==> config.mk <==
export PLATFORM = sky130hd
export DESIGN_NAME = store_drain_buffer
export DESIGN_NICKNAME = d
export VERILOG_FILES = /design/src/rtl/store_drain_buffer.sv
export SDC_FILE = /design/constraint.sdc
export NUM_CORES = 1
export LEC_CHECK = 0
export BUFFER_PORTS_ARGS = -buffer_cell sky130_fd_sc_hd__buf_2
export CORE_ASPECT_RATIO = 1.1
export CORE_MARGIN = 3
export CORE_UTILIZATION = 45
export CTS_CLUSTER_SIZE = 12
export DETAILED_ROUTE_END_ITERATION = 6
export GPL_ROUTABILITY_DRIVEN = 0
export SLEW_MARGIN = 20
export SYNTH_ARGS = -nofsm -noshare
export SYNTH_HDL_FRONTEND = slang
export SYNTH_SLANG_ARGS = --single-unit
==> constraint.sdc <==
create_clock -name clock -period 5 [get_ports clock]
set_input_delay 0.5 -clock clock [delete_from_list [all_inputs] [get_ports clock]]
set_output_delay 0.5 -clock clock [all_outputs]
set_load 0.1 [all_outputs]
==> src/rtl/store_drain_buffer.sv <==
// Retire-side store buffer: queues committed stores, drains them in order to the
// data-memory bus, and answers store-to-load forwarding probes from the load unit.
module store_drain_buffer #(
    parameter int DEPTH = 4,
    parameter int XLEN  = 32
) (
    input  logic            clock,
    input  logic            reset,
    input  logic [1:0]      st_command,
    input  logic [1:0]      st_size,
    input  logic [XLEN-1:0] st_addr,
    input  logic [XLEN-1:0] st_data,
    input  logic            bus_busy,
    input  logic [3:0]      mem2proc_response,
    input  logic [XLEN-1:0] ld_addr,
    input  logic            ld_valid,
    output logic [1:0]      proc2Dmem_command,
    output logic [1:0]      proc2Dmem_size,
    output logic [XLEN-1:0] proc2Dmem_addr,
    output logic [XLEN-1:0] proc2Dmem_data,
    output logic            ld_fwd_hit,
    output logic [XLEN-1:0] ld_fwd_data,
    output logic            ld_conflict,
    output logic            sb_full,
    output logic            sb_empty,
    output logic            sb_overflow
);
    localparam int PTR_W = $clog2(DEPTH);
    localparam int CNT_W = PTR_W + 1;

    localparam logic [1:0] BUS_NONE  = 2'd0;
    localparam logic [1:0] BUS_STORE = 2'd2;
    localparam logic [1:0] SZ_BYTE   = 2'd0;
    localparam logic [1:0] SZ_WORD   = 2'd2;

    logic [1:0]      ent_size [DEPTH];
    logic [XLEN-1:0] ent_addr [DEPTH];
    logic [XLEN-1:0] ent_data [DEPTH];

    logic [PTR_W-1:0] head, tail;
    logic [CNT_W-1:0] count;

    logic issue, deq, enq_req, enq_ok;

    assign issue   = (count != '0) && !bus_busy;
    assign deq     = issue && (mem2proc_response != 4'd0);
    assign enq_req = (st_command == BUS_STORE);
    // A full buffer can still take a store when the head leaves on the same edge.
    assign enq_ok  = enq_req && ((count != CNT_W'(DEPTH)) || deq);

    always_ff @(posedge clock) begin
        if (!reset) begin
            head        <= '0;
            tail        <= '0;
            count       <= '0;
            sb_overflow <= 1'b0;
        end else begin
            if (enq_ok) begin
                tail <= tail + 1'b1;
            end else if (enq_req) begin
                sb_overflow <= 1'b1;
            end
            if (deq) begin
                head <= head + 1'b1;
            end
            if (enq_ok && !deq) begin
                count <= count + 1'b1;
            end else if (deq && !enq_ok) begin
                count <= count - 1'b1;
            end
        end
    end

    always_ff @(posedge clock) begin
        if (enq_ok) begin
            ent_size[tail] <= st_size;
            ent_addr[tail] <= st_addr;
            ent_data[tail] <= st_data;
        end
    end

    always_comb begin
        proc2Dmem_command = BUS_NONE;
        proc2Dmem_size    = SZ_BYTE;
        proc2Dmem_addr    = '0;
        proc2Dmem_data    = '0;
        if (issue) begin
            proc2Dmem_command = BUS_STORE;
            proc2Dmem_size    = ent_size[head];
            proc2Dmem_addr    = ent_addr[head];
            proc2Dmem_data    = ent_data[head];
        end
    end

    logic             match;
    logic [1:0]       match_size;
    logic [XLEN-1:0]  match_data;
    logic [PTR_W-1:0] idx;

    // Scan oldest to youngest so the last hit is the youngest matching store.
    always_comb begin
        match      = 1'b0;
        match_size = SZ_BYTE;
        match_data = '0;
        idx        = '0;
        for (int unsigned i = 0; i < DEPTH; i++) begin
            idx = head + PTR_W'(i);
            if ((CNT_W'(i) < count) && (ent_addr[idx][XLEN-1:2] == ld_addr[XLEN-1:2])) begin
                match      = 1'b1;
                match_size = ent_size[idx];
                match_data = ent_data[idx];
            end
        end
    end

    always_comb begin
        ld_fwd_hit  = 1'b0;
        ld_conflict = 1'b0;
        ld_fwd_data = '0;
        if (ld_valid && match) begin
            if ((match_size == SZ_WORD) && (ld_addr[1:0] == 2'b00)) begin
                ld_fwd_hit  = 1'b1;
                ld_fwd_data = match_data;
            end else begin
                ld_conflict = 1'b1;
            end
        end
    end

    assign sb_full  = (count == CNT_W'(DEPTH));
    assign sb_empty = (count == '0);

endmodule

==> run metrics <==
# DRC=0; cell count of the worst reg-to-reg path=10; DRT Wirelength=57400 µm; CP Data Required Time=roughly 4500 ps; P per Cell Area=465 nW/µm²; Max Fclk=203 MHz; drt pass-1 iters=5; Clock Skew=roughly 19 ps; Reg-to-Reg Start=count[0]; CP endpoint kind=output pin; max-cap viol count=0; vias in the first global route=13700; R2R setup slack=1360 ps; Commonest cells post-synth=264 x edfxtp_1, 186 x mux2i_1, 126 x mux4_2; final setup fails=0; worst hold stages=1; VDD IR max=0.328 mV; DP HPWL=38300 µm; clock sink total=274; crit-path max FO=9; Initial Util=45.9%; pre-CTS setup slack=396 ps; largest net degree at the start of global routing=just over 100; #FFs+latches synth=274; fin crit period=just under 5000 ps; Ys Warns=0; CP Launch Type=flop; Overall Power=around 10 mW; core area=40500 µm²; via count=13600; hold slack=161 ps; Final Cycle Share=98.3%; Arrival @ worst endpoint=4420 ps; outcome=completed; Yosys top cell area share=a little over two fifths; Hold Startpoint=st_data[17]; Rows=between 70 and 80; H-tree depth=2; sequential area share after synthesis=between 40% and 50%; cell count after synthesis=1442; GRT overflow=0; Slew Limit Fails=0; mapped cell area=18600 µm²; Die X-Extent=200 µm; DRT antenna net count=0; routed len/inst=between 20 and 30 µm; Yosys cell types=71; slew margin rel.=between 30% and 40%; Iter 0 DRT Violations=1196; Synth async-reset ratio=0%; crit path kind=reg -> out; CTS tree=built; Post-synth EDFFs=264; io pins=~210; final hold violation count=0; worst-skew pair later-pin latency=550 ps; Via density=6.32; antenna violations before repair=8; Hold Crit Class=in -> reg; chip height=219 µm; GRT Resource Usage Total=25.9%; setup ws final=83.7 ps; maximum root-to-sink buffer count=3; layout cells sized above 1=34.1%; Syn Area/Cell=12.9 µm²; Synth Net Count=1559; first-pass GRT wire length=85100 µm; number of buffers added on ports=211; Post-synth top flop=edfxtp_1; worst-margin pin slew=about 1000 ps; Area growth syn-to-layout=21.1%; placed instance area=around 21000 µm²; Clk pin slew, worst setup/hold paths=roughly 60 ps; clock root buffer=clkbuf_16; final instance area=22500 µm²; top-count cell post-synth=edfxtp_1; CTS buffer count=34; Post-layout nets=1733; fin util=a little under three fifths; ranking of synthesized cells by area=edfxtp_1 43%, mux4_2 15%, mux2i_1 10%; Yosys top cell by area=edfxtp_1; leakage=7.33 nW; Die ar.=43800 µm²
## per-layer routing
metal	global-route usage, %	vias to the layer above	part of all wire [%]
li1	-	5988	-
met1	33.9	6914	39
met2	43.9	621	49
met3	5.20	118	8.2
met4	7.61	6	3.0
met5	0	-	0.075
## flip-flops by register name, summed over array words and instances (netlist names), named ones only
| signal | count |
|---|---|
| count | 3 |
| ent_addr | 128 |
| ent_data | 128 |
| ent_size | 8 |
| head | 2 |
| sb_overflow | 1 |
| tail | 2 |
## cells by family after synthesis
kind of cell / after synthesis / share of synthesized area, %
muxes: 360 / 28.6
and+or+nand+nor: 341 / 9.69
DFF: 274 / 43.8
AOI/OAI and AO/OA: 196 / 8.16
buffers and inverters: 152 / 4.07
xor gates and xnor gates: 109 / 5.14
adders and majority gates: 9 / 0.606
other: 1 / 0.0202
## placed cells by master, fill, tap and decap left out, drive strengths merged, types with 5 or more instances in the layout
master,count
ha,9
a2111oi,36
nand3,35
nand4,12
o22ai,12
clkbuf,41
nand2,62
xor2,10
mux2,44
edfxtp,264
mux2i,186
nor2,51
diode,5
nor4,7
and2,65
nor2b,8
o21ai,46
clkinv,13
nor3,42
mux4,130
inv,22
dfxtp,10
nand2b,33
a21oi,44
o211ai,6
or3,6
a211oi,7
a222oi,5
and3,9
xnor2,99
buf,268
or4,5
## per-stage QoR
| step | std cells | TNS [ps] |
|---|---|---|
| floorplan | 1442 | -11500 |
| global placement | 2076 | 0 |
| detailed placement | 2076 | 0 |
| CTS | 2143 | -838 |
| global route | 2156 | -2.76 |
| finish | 2159 | 0 |
## layout make-up
cell class	count	area (µm²)
Tap cell	513	642
Clock buffer	40	905
Timing Repair Buffer	271	2280
Antenna cell	5	12.5
Clock inverter	21	206
Inverter	19	71.3
Sequential cell	274	8140
Multi-Input combinational cell	1016	10200
Fill cell	3347	18000
## final timing paths
| path | endpoint |
|---|---|
| worst max register to register | ent_addr[3][27] |
| worst max-delay path | ld_fwd_data[24] |
| worst min register to register | sb_overflow |
| worst min-delay path | ent_data[2][17] |
## critical path, stage by stage (launching register included)
cell and delay (ps):
dfxtp_4 360, buf_12 130, mux4_1 580, xnor2_1 160, nor4_2 380, nand4_1 140
or4_4 490, or3_4 430, o311a_4 390, clkbuf_16 220, a2111oi_4 340, buf_12 220
## power breakdown
group	switching, mW	internal, mW
combinational	3.41	1.83
clock	0.985	1.46
sequential	0.118	2.66
## what timing repair did
| item | CTS | global route |
|---|---|---|
| buffers inserted | 4 | 9 |
| endpoints found under the setup margin | 34 | 34 |
| resized for setup | 18 | 36 |
| hold buffers | 0 | 0 |
| cloned | 2 | 2 |
| pin swaps | 3 | 4 |
(Power assumes the default switching activity.)
